$ cat src/rtl/fetch_pkg.sv
// Shared definitions for the instruction fetch sequencer: run-control
// states and the PC stepping / alignment constants.
package fetch_pkg;

  typedef enum logic [1:0] {
    IDLE = 2'd0,
    RUN  = 2'd1,
    HALT = 2'd2
  } fetch_state_e;

  // Byte distance between consecutive instruction words.
  localparam int PC_STEP    = 4;

  // Clears the two low address bits. This is a signed int (-4), so a size
  // cast sign-extends it and keeps every upper bit set at any width.
  localparam int ALIGN_MASK = ~3;

endpackage

$ cat src/rtl/fetch_bounds_check.sv
// Word-index bounds comparator for the fetch PC. It flags any word index
// that lies beyond the end of the program ROM. The top-level module only
// instantiates it when FETCH_BOUNDS_CHECK_EN is defined.
module fetch_bounds_check #(
  parameter int IDX_WIDTH    = 30,
  parameter int MEMORY_DEPTH = 32
) (
  input  logic [IDX_WIDTH-1:0] idx_i,
  output logic                 oob_o
);

  // Compare at a fixed wide width, so the depth constant is never truncated.
  assign oob_o = 64'(idx_i) >= 64'(MEMORY_DEPTH);

endmodule

$ cat src/rtl/fetch_sequencer.sv
// Instruction fetch sequencer. It owns the fetch PC, addresses the
// combinational program ROM, and registers each returned word together with
// its PC into a valid/ready output slot for decode. The block supports
// redirect, start/stop run control, and a handshake counter.
// Optional feature: defining FETCH_BOUNDS_CHECK_EN enables the ROM bounds
// check. When enabled, an out-of-range fetch sets fault_o and halts the block.
module fetch_sequencer
  import fetch_pkg::*;
#(
  parameter int                  DATA_WIDTH   = 32,
  parameter int                  MEMORY_DEPTH = 32,
  parameter logic [DATA_WIDTH-1:0] RESET_PC   = '0
) (
  input  logic                  clk,
  input  logic                  reset,
  input  logic                  start_i,
  input  logic                  stop_i,
  input  logic                  redirect_i,
  input  logic [DATA_WIDTH-1:0] redirect_pc_i,
  output logic [DATA_WIDTH-1:0] mem_address_o,
  input  logic [DATA_WIDTH-1:0] mem_instruction_i,
  output logic [DATA_WIDTH-1:0] instruction_o,
  output logic [DATA_WIDTH-1:0] pc_o,
  output logic [DATA_WIDTH-1:0] pc_plus4_o,
  output logic                  valid_o,
  input  logic                  ready_i,
  output logic [31:0]           instr_count_o,
  output logic                  fault_o
);

  fetch_state_e          state_q, state_d;
  logic [DATA_WIDTH-1:0] fetch_pc_q, fetch_pc_d;
  logic [DATA_WIDTH-1:0] instr_q, instr_d;
  logic [DATA_WIDTH-1:0] pc_q, pc_d;
  logic                  valid_q, valid_d;
  logic [31:0]           count_q, count_d;
  logic                  fault_q, fault_d;

  logic want_load;
  logic load;
  logic fault_hit;
  logic handshake;
  logic redirect_take;
  logic oob;

`ifdef FETCH_BOUNDS_CHECK_EN
  fetch_bounds_check #(
    .IDX_WIDTH    (DATA_WIDTH - 2),
    .MEMORY_DEPTH (MEMORY_DEPTH)
  ) u_bounds_check (
    .idx_i (fetch_pc_q[DATA_WIDTH-1:2]),
    .oob_o (oob)
  );
`else
  assign oob = 1'b0;
`endif

  // Load, handshake and redirect qualifiers shared by every next-state equation.
  assign want_load     = (state_q == RUN) && (!valid_q || ready_i) && !redirect_i && !stop_i;
  assign load          = want_load && !oob;
  assign fault_hit     = want_load && oob;
  assign handshake     = valid_q && ready_i;
  assign redirect_take = redirect_i && (state_q != HALT);

  assign mem_address_o = fetch_pc_q;
  assign instruction_o = instr_q;
  assign pc_o          = pc_q;
  assign pc_plus4_o    = pc_q + DATA_WIDTH'(PC_STEP);
  assign valid_o       = valid_q;
  assign instr_count_o = count_q;
  assign fault_o       = fault_q;

  // Next-state logic: run control, fetch PC, output slot, counter and fault flag.
  always_comb begin
    state_d    = state_q;
    fetch_pc_d = fetch_pc_q;
    instr_d    = instr_q;
    pc_d       = pc_q;
    valid_d    = valid_q;
    count_d    = count_q + {31'd0, handshake};
    fault_d    = fault_q | fault_hit;

    case (state_q)
      IDLE:    if (start_i) state_d = RUN;
      RUN: begin
        if (stop_i)         state_d = IDLE;
        else if (fault_hit) state_d = HALT;
      end
      HALT:    state_d = HALT;
      default: state_d = IDLE;
    endcase

    if (redirect_take) begin
      fetch_pc_d = redirect_pc_i & DATA_WIDTH'(ALIGN_MASK);
      valid_d    = 1'b0;
    end else if (load) begin
      fetch_pc_d = fetch_pc_q + DATA_WIDTH'(PC_STEP);
      instr_d    = mem_instruction_i;
      pc_d       = fetch_pc_q;
      valid_d    = 1'b1;
    end else if (handshake) begin
      valid_d    = 1'b0;
    end
  end

  // State and datapath registers, cleared immediately by the active-low reset.
  always_ff @(posedge clk or negedge reset) begin
    if (!reset) begin
      state_q    <= IDLE;
      fetch_pc_q <= RESET_PC;
      instr_q    <= '0;
      pc_q       <= RESET_PC;
      valid_q    <= 1'b0;
      count_q    <= '0;
      fault_q    <= 1'b0;
    end else begin
      state_q    <= state_d;
      fetch_pc_q <= fetch_pc_d;
      instr_q    <= instr_d;
      pc_q       <= pc_d;
      valid_q    <= valid_d;
      count_q    <= count_d;
      fault_q    <= fault_d;
    end
  end

endmodule
$ cat config.mk
export PLATFORM = sky130hd
export DESIGN_NAME = fetch_sequencer
export DESIGN_NICKNAME = d
export VERILOG_FILES = /design/src/rtl/fetch_pkg.sv /design/src/rtl/fetch_bounds_check.sv /design/src/rtl/fetch_sequencer.sv
export SDC_FILE = /design/constraint.sdc
export NUM_CORES = 1
export LEC_CHECK = 0
export BUFFER_PORTS_ARGS = -buffer_cell sky130_fd_sc_hd__clkbuf_2
export CORE_ASPECT_RATIO = 2
export CORE_UTILIZATION = 25
export CTS_BUF_LIST = sky130_fd_sc_hd__clkbuf_2
export DETAILED_ROUTE_END_ITERATION = 8
export PLACE_DENSITY_LB_ADDON = 0.1
export SYNTH_ARGS = -nofsm -noshare
export SYNTH_HDL_FRONTEND = slang
export SYNTH_SLANG_ARGS = --single-unit
$ cat constraint.sdc
create_clock -name clk -period 2.1 [get_ports clk]
set_input_delay 0.21 -clock clk [delete_from_list [all_inputs] [get_ports clk]]
set_output_delay 0.21 -clock clk [all_outputs]
set_load 0.05 [all_outputs]
==> metrics.yaml, run 1 <==
synth:
  synth_most_common_cell: "nand2_1"
  yosysTopAreaCell: "dfrtp_1"
  synthesis.area_sq_um: 6270
  ys.flop_type: "dfrtp_1"
  ys_seq_elements: 127
  synth-edff-count: 0
  synthCells: 709
  synth-compound-area-share_pct: 7.74
  yosys-top-cells-count: "240 x nand2_1, 127 x dfrtp_1, 41 x nand3_1"
  yosys.area_share.simple_pct: 28.9
  synth_adder_area_share_pct: 0.798
  avgSynthCellArea_sq_um: 8.85
  async_reset_ff_share_pct: 100
  synth_top_cell_area_share_pct: 50.7
  synth.area.top_cells: "dfrtp_1 51%, nand2_1 14%, xnor2_1 5.6%, nand3_1 3.3%, xor2_1 2.5%"
  yosys.area_share.xor_xnor_pct: 8.10
  yosysSeqAreaShare_pct: 50.7
  synth_top_family_by_area: "simple AND/OR/NAND/NOR gates"
  synth.yosys.warnings: 0
  yosys.cell_types.count: 48
  synthMuxAreaShare_pct: 0.160
power:
  p_leak_nw: 5.32
  power_density_nw_per_um2: 953
  irDropWorstVdd_v: 0.000464
floorplanning:
  initial_utilization_pct: 25.6
  coreArea_sq_um: 24500
  pin_count: 232
  die_height_microns: 226
  die_w_microns: 114
  num_rows: 81
  die_area_sq_um: 25800
drt:
  postRouteAntennaNets: 0
  wl_per_cell_microns: 15.9
  via_per_inst: 4.51
  drt-initial-drc-count: 245
  dr.pass1.iters: 5
  routed_wl_microns: 23000
  vias: 6505
  remaining_drc_errors: 0
clocking:
  clk_pin_slew_worst_paths_ns: 0.20
  cts_root_buf: "clkbuf_2"
  cts_tree: "built"
  htreeDepth: 4
  insertion_delay_ns: 0.78
  clock_path_buffers: 2
  clock_sinks: 127
  numCtsBuffers: 17
place:
  port_buffers: 222
  dp_cells: 1297
  placed_area_sq_um: 8720
  dp_hpwl_microns: 16700
  gp_congestion: 0.782
finish:
  layout-drive-gt1-share_pct: 41.7
  utilization_pct: 43.3
  fin_nets: 1173
  fin_area_sq_um: 10600
  syn2layout_area_growth_pct: 69.2
  multi_input_area_sq_um: 3600
  final_cells: 1443
  seq_area_sq_um: 3210
  final.fill_count: 2530
global_routing:
  grt_max_degree: 52
  grt_use_total_pct: 18.5
  grt_util_met1_pct: 18.5
  use_met2_pct: 35.9
  grt_pass1_wl_microns: 35800
  grt_overflow: 0
  grt_pass1_vias: 6687
  antenna_found_initial: 1
  grtUsageMet3_pct: 4.67
  top_usage_layer: "met2"
worst_setup_path:
  cp.required_ns: 1.89
  critPathArrivalTime_ns: 2.43
  worst-path-max-fanout: 3
  critical_path_class: "reg2out"
  critPathLaunchType: "register"
  endpoint_kind: "output port"
timing:
  final.min_clock_period_ns: 2.64
  post-route-period-util_pct: 126
  timing.fmax_ghz: 0.379
  hold_viol: 0
  slew_violations: 0
  finalSetupViolations: 27
  relSlewSlack_pct: 62.1
  holdWs_ns: 0.129
  rsz0062_at_grt: "true"
  tightest_slew_ns: 0.568
  timing.final.ws_setup_ns: -0.540
  fin_skew_ns: 0.0251
worst_hold_path:
  hold_path.class: "in2reg"
run_status:
  violations: "setup timing"
  status: "finished with violations"
job:
  cap_violations: 0
==> repair_timing <==
item                                    in CTS  in global routing
hold buffers                                76                  0
endpoints found under the setup margin      32                 67
pin swaps                                   28                 12
resized for setup                          102                 43
setup buffers                               23                 17
gates cloned                                 0                  1
hold endpoints to repair                   206                  0
==> kinds of logic after synthesis <==
| group | count (synthesis) |
|---|---|
| buffers and inverters | 49 |
| other | 1 |
| flip-flops | 127 |
| multiplexers | 1 |
| AND/OR/NAND/NOR | 396 |
| adder cells (fa/ha/maj) | 4 |
| AO/OA/AOI/OAI | 73 |
| XOR/XNOR | 58 |
==> layer usage <==
layer,up-vias,share of wire [%]
li1,3182,-
met1,3105,35
met2,190,58
met3,28,4.3
met4,0,2.2
met5,-,0
==> through the flow <==
step                      setup TNS (ns)  worst slack (ns)  total power, W
after global routing              -16.86            -0.777          0.0107
after floorplan                    -1.75            -0.123         0.00643
after detailed placement         -0.0991           -0.0367         0.00793
final                             -10.56            -0.540          0.0101
after global placement            -0.130           -0.0372         0.00791
after CTS                         -14.47            -0.705          0.0101
==> path summary, 6_finish.rpt <==
kind / depth (start not counted) / slack, ns / start / end
min: 4 / 0.13 / mem_instruction_i[13] / instruction_o[13]
max: 7 / -0.54 / pc_o[18] / pc_plus4_o[30]
max reg2reg: 8 / 0.10 / valid_o / instr_count_o[30]
max in group asynchronous: 4 / 1.25 / reset / instr_count_o[0]
min in group asynchronous: 4 / 0.54 / reset / mem_address_o[28]
min reg2reg: 1 / 0.48 / instr_count_o[31] / instr_count_o[31]
==> cell usage in the layout, fill, tap and decap left out, types with 13 or more instances in the layout <==
cell type / instances
buf_12: 13
buf_4: 97
buf_8: 17
clkbuf_2: 208
dfrtp_1: 100
dfrtp_2: 27
dlygate4sd3_1: 75
nand2_1: 231
nand3_1: 34
nand4_1: 19
nor2_1: 21
o21ai_0: 19
xnor2_1: 22
==> flip-flops by register name (all words and copies together) (netlist names) <==
name	flops
instr_count_o	32
instruction_o	32
state_q	2
valid_o	1
pc_o	30
mem_address_o	30
==> report_power, final <==
group	switching (W)	total, W	internal [W]
clock network	0.000957	0.00160	0.000638
registers	0.000366	0.00326	0.00289
logic	0.00350	0.00526	0.00176
==> layout make-up <==
| class | instances | share of cell area (%) |
|---|---|---|
| clock buffers | 19 | 0.896 |
| clock inverters | 11 | 1.18 |
| multi-input cells | 539 | 33.9 |
| diodes | 1 | 0.0236 |
| well taps | 332 | 3.91 |
| inverters | 6 | 0.212 |
| repair buffers | 408 | 29.6 |
| flip-flops and latches | 127 | 30.3 |
==> critical path, cell delays in order (launching register included) <==
cell     delay [ns]
dfrtp_2        0.39
and4_4         0.23
nand4_1        0.21
nor4_4         0.24
buf_6          0.18
nand2_4        0.07
xnor2_4        0.18
buf_12         0.15
(Power assumes the default switching activity.)
==> run 2, diff against run 1 <==
--- a/config.mk
+++ b/config.mk
@@ -7,7 +7,7 @@
 export LEC_CHECK = 0
 export BUFFER_PORTS_ARGS = -buffer_cell sky130_fd_sc_hd__clkbuf_2
 export CORE_ASPECT_RATIO = 2
-export CORE_UTILIZATION = 25
+export CORE_UTILIZATION = 46
 export CTS_BUF_LIST = sky130_fd_sc_hd__clkbuf_2
 export DETAILED_ROUTE_END_ITERATION = 8
 export PLACE_DENSITY_LB_ADDON = 0.1
==> metrics.yaml, run 2 (synthesis results as in run 1) <==
drt:
  dr.pass1.iters: 7
  drt-initial-drc-count: 288
  wl_per_cell_microns: 17.2
  postRouteAntennaNets: 0
  routed_wl_microns: 21200
  via_per_inst: 5.44
  vias: 6725
  remaining_drc_errors: 16
worst_setup_path:
  reg2reg_slack_ns: 0.05
  worst-path-max-fanout: 4
  cp.required_ns: 1.89
  critPathArrivalTime_ns: 2.43
  path_cells: "nand4_1, buf_4, nor3_4, buf_4, nand3_1, xnor2_2, clkbuf_8"
  slowest_delay_ns: 0.42
  cpMostUsedCell: "buf_4"
  critPathSlowestCell: "dfrtp_2"
  critPathLaunchType: "register"
  critical_path_class: "reg2out"
  endpoint_kind: "output port"
timing:
  holdWs_ns: 0.0220
  fin_skew_ns: 0.0492
  timing.final.ws_setup_ns: -0.536
  timing.fmax_ghz: 0.379
  final.min_clock_period_ns: 2.64
  finalSetupViolations: 25
  rsz0062_at_grt: "true"
  post-route-period-util_pct: 126
  slew_violations: 0
  hold_viol: 0
  relSlewSlack_pct: 63.5
  tightest_slew_ns: 0.547
finish:
  final.fill_count: 947
  layout-drive-gt1-share_pct: 40.9
  syn2layout_area_growth_pct: 60.8
  final_common_cell: "nand2_1"
  fin_nets: 1141
  final_cells: 1236
  final_cell_mix: "232 x nand2_1, 212 x clkbuf_2, 100 x dfrtp_1"
clocking:
  cts_tree: "built"
  clock_path_buffers: 2
  cts_root_buf: "clkbuf_2"
  clock_sinks: 127
  insertion_delay_ns: 0.68
  htreeDepth: 4
  numCtsBuffers: 17
  clk_pin_slew_worst_paths_ns: 0.20
power:
  p_sw_share_pct: 48.1
  p_leak_nw: 5.15
  irDropWorstVdd_v: 0.000657
  p_sw_w: 0.00481
  seqPwrFrac_pct: 33.5
  power_density_nw_per_um2: 991
  clock_power_share_pct: 16.0
  internal_power_w: 0.00518
  comb_power_share_pct: 50.5
run_status:
  violations: "DRC, setup timing"
  status: "finished with violations"
global_routing:
  antenna_found_initial: 1
  grt_max_degree: 56
  grt_pass1_vias: 6874
  grt_overflow: 0
  grt_use_total_pct: 30.1
  grt_pass1_wl_microns: 33500
job:
  cap_violations: 0
floorplanning:
  coreArea_sq_um: 13400
  die_w_microns: 84.6
  die_area_sq_um: 14100
  num_rows: 60
  pin_count: 232
  die_height_microns: 167
  initial_utilization_pct: 46.9
worst_hold_path:
  hold_path.class: "in2async"
place:
  gp_congestion: 0.880
  pre_cts_ws_ns: -0.0140
  dp_cells: 1100
  port_buffers: 222
  dp_hpwl_microns: 14000
run 2: area by class of cell:
type / count / area, sq um / share of cell area (%)
clock inverters: 12 / 145 / 1.44
flip-flops and latches: 127 / 3210 / 31.8
inverters: 6 / 22.5 / 0.223
repair buffers: 376 / 2840 / 28.2
diodes: 1 / 2.50 / 0.0248
multi-input cells: 539 / 3570 / 35.4
clock buffers: 20 / 100 / 0.993
well taps: 155 / 194 / 1.92
run 2: final timing paths:
kind                              startpoint                 to  depth (start not counted)
max                                  pc_o[6]     pc_plus4_o[16]                          7
min                                    reset   instr_count_o[4]                          2
max reg2reg                          valid_o  mem_address_o[29]                          5
min reg2reg                instr_count_o[31]  instr_count_o[31]                          1
max in group asynchronous              reset            pc_o[3]                          3
min in group clk                  redirect_i            pc_o[6]                          5
run 2: per-stage QoR:
step / util [%] / instance area, sq um / power, W / TNS, ns
2_1_floorplan: - / 6690 / 0.00643 / -1.75
3_3_place_gp: 62.0 / 8290 / 0.00760 / 0
3_5_place_dp: 62.0 / 8290 / 0.00768 / -0.0182
4_1_cts: 72.4 / 9670 / 0.00974 / -8.78
5_1_grt: 75.5 / 10100 / 0.0104 / -12.10
6_report: 75.5 / 10100 / 0.0100 / -9.27
run 2: worst max-delay path: cells and delay by family, from the launching register on:
kind / cells / cell delay (ns)
XOR/XNOR: 1 / 0.20
buffers and inverters: 3 / 0.59
flip-flops: 1 / 0.42
AND/OR/NAND/NOR: 3 / 0.55
run 2: routing by layer:
layer	vias to the layer above	track usage, %	share of wire (%)
met5	-	0	0
met4	0	13.7	4.2
met3	69	5.67	5.2
met2	297	57.1	55
met1	3249	31.3	35
li1	3110	-	-
run 2: repair_timing:
item,in CTS,in global routing
setup endpoints to repair,33,43
hold buffers,66,0
resized for setup,88,57
cloned,0,1
pin swaps,23,25
buffers inserted,14,24
endpoints found under the hold margin,192,0
run 2: power by group through the flow:
| stage | Combinational (W) | Clock, W | Sequential [W] |
|---|---|---|---|
| 4_1_cts | 0.00479 | 0.00163 | 0.00333 |
| 5_1_grt | 0.00525 | 0.00173 | 0.00341 |
| 3_5_place_dp | 0.00428 | 0 | 0.00340 |
| 3_3_place_gp | 0.00423 | 0 | 0.00337 |
| 2_1_floorplan | 0.00150 | 0 | 0.00493 |
| 6_report | 0.00505 | 0.00160 | 0.00335 |
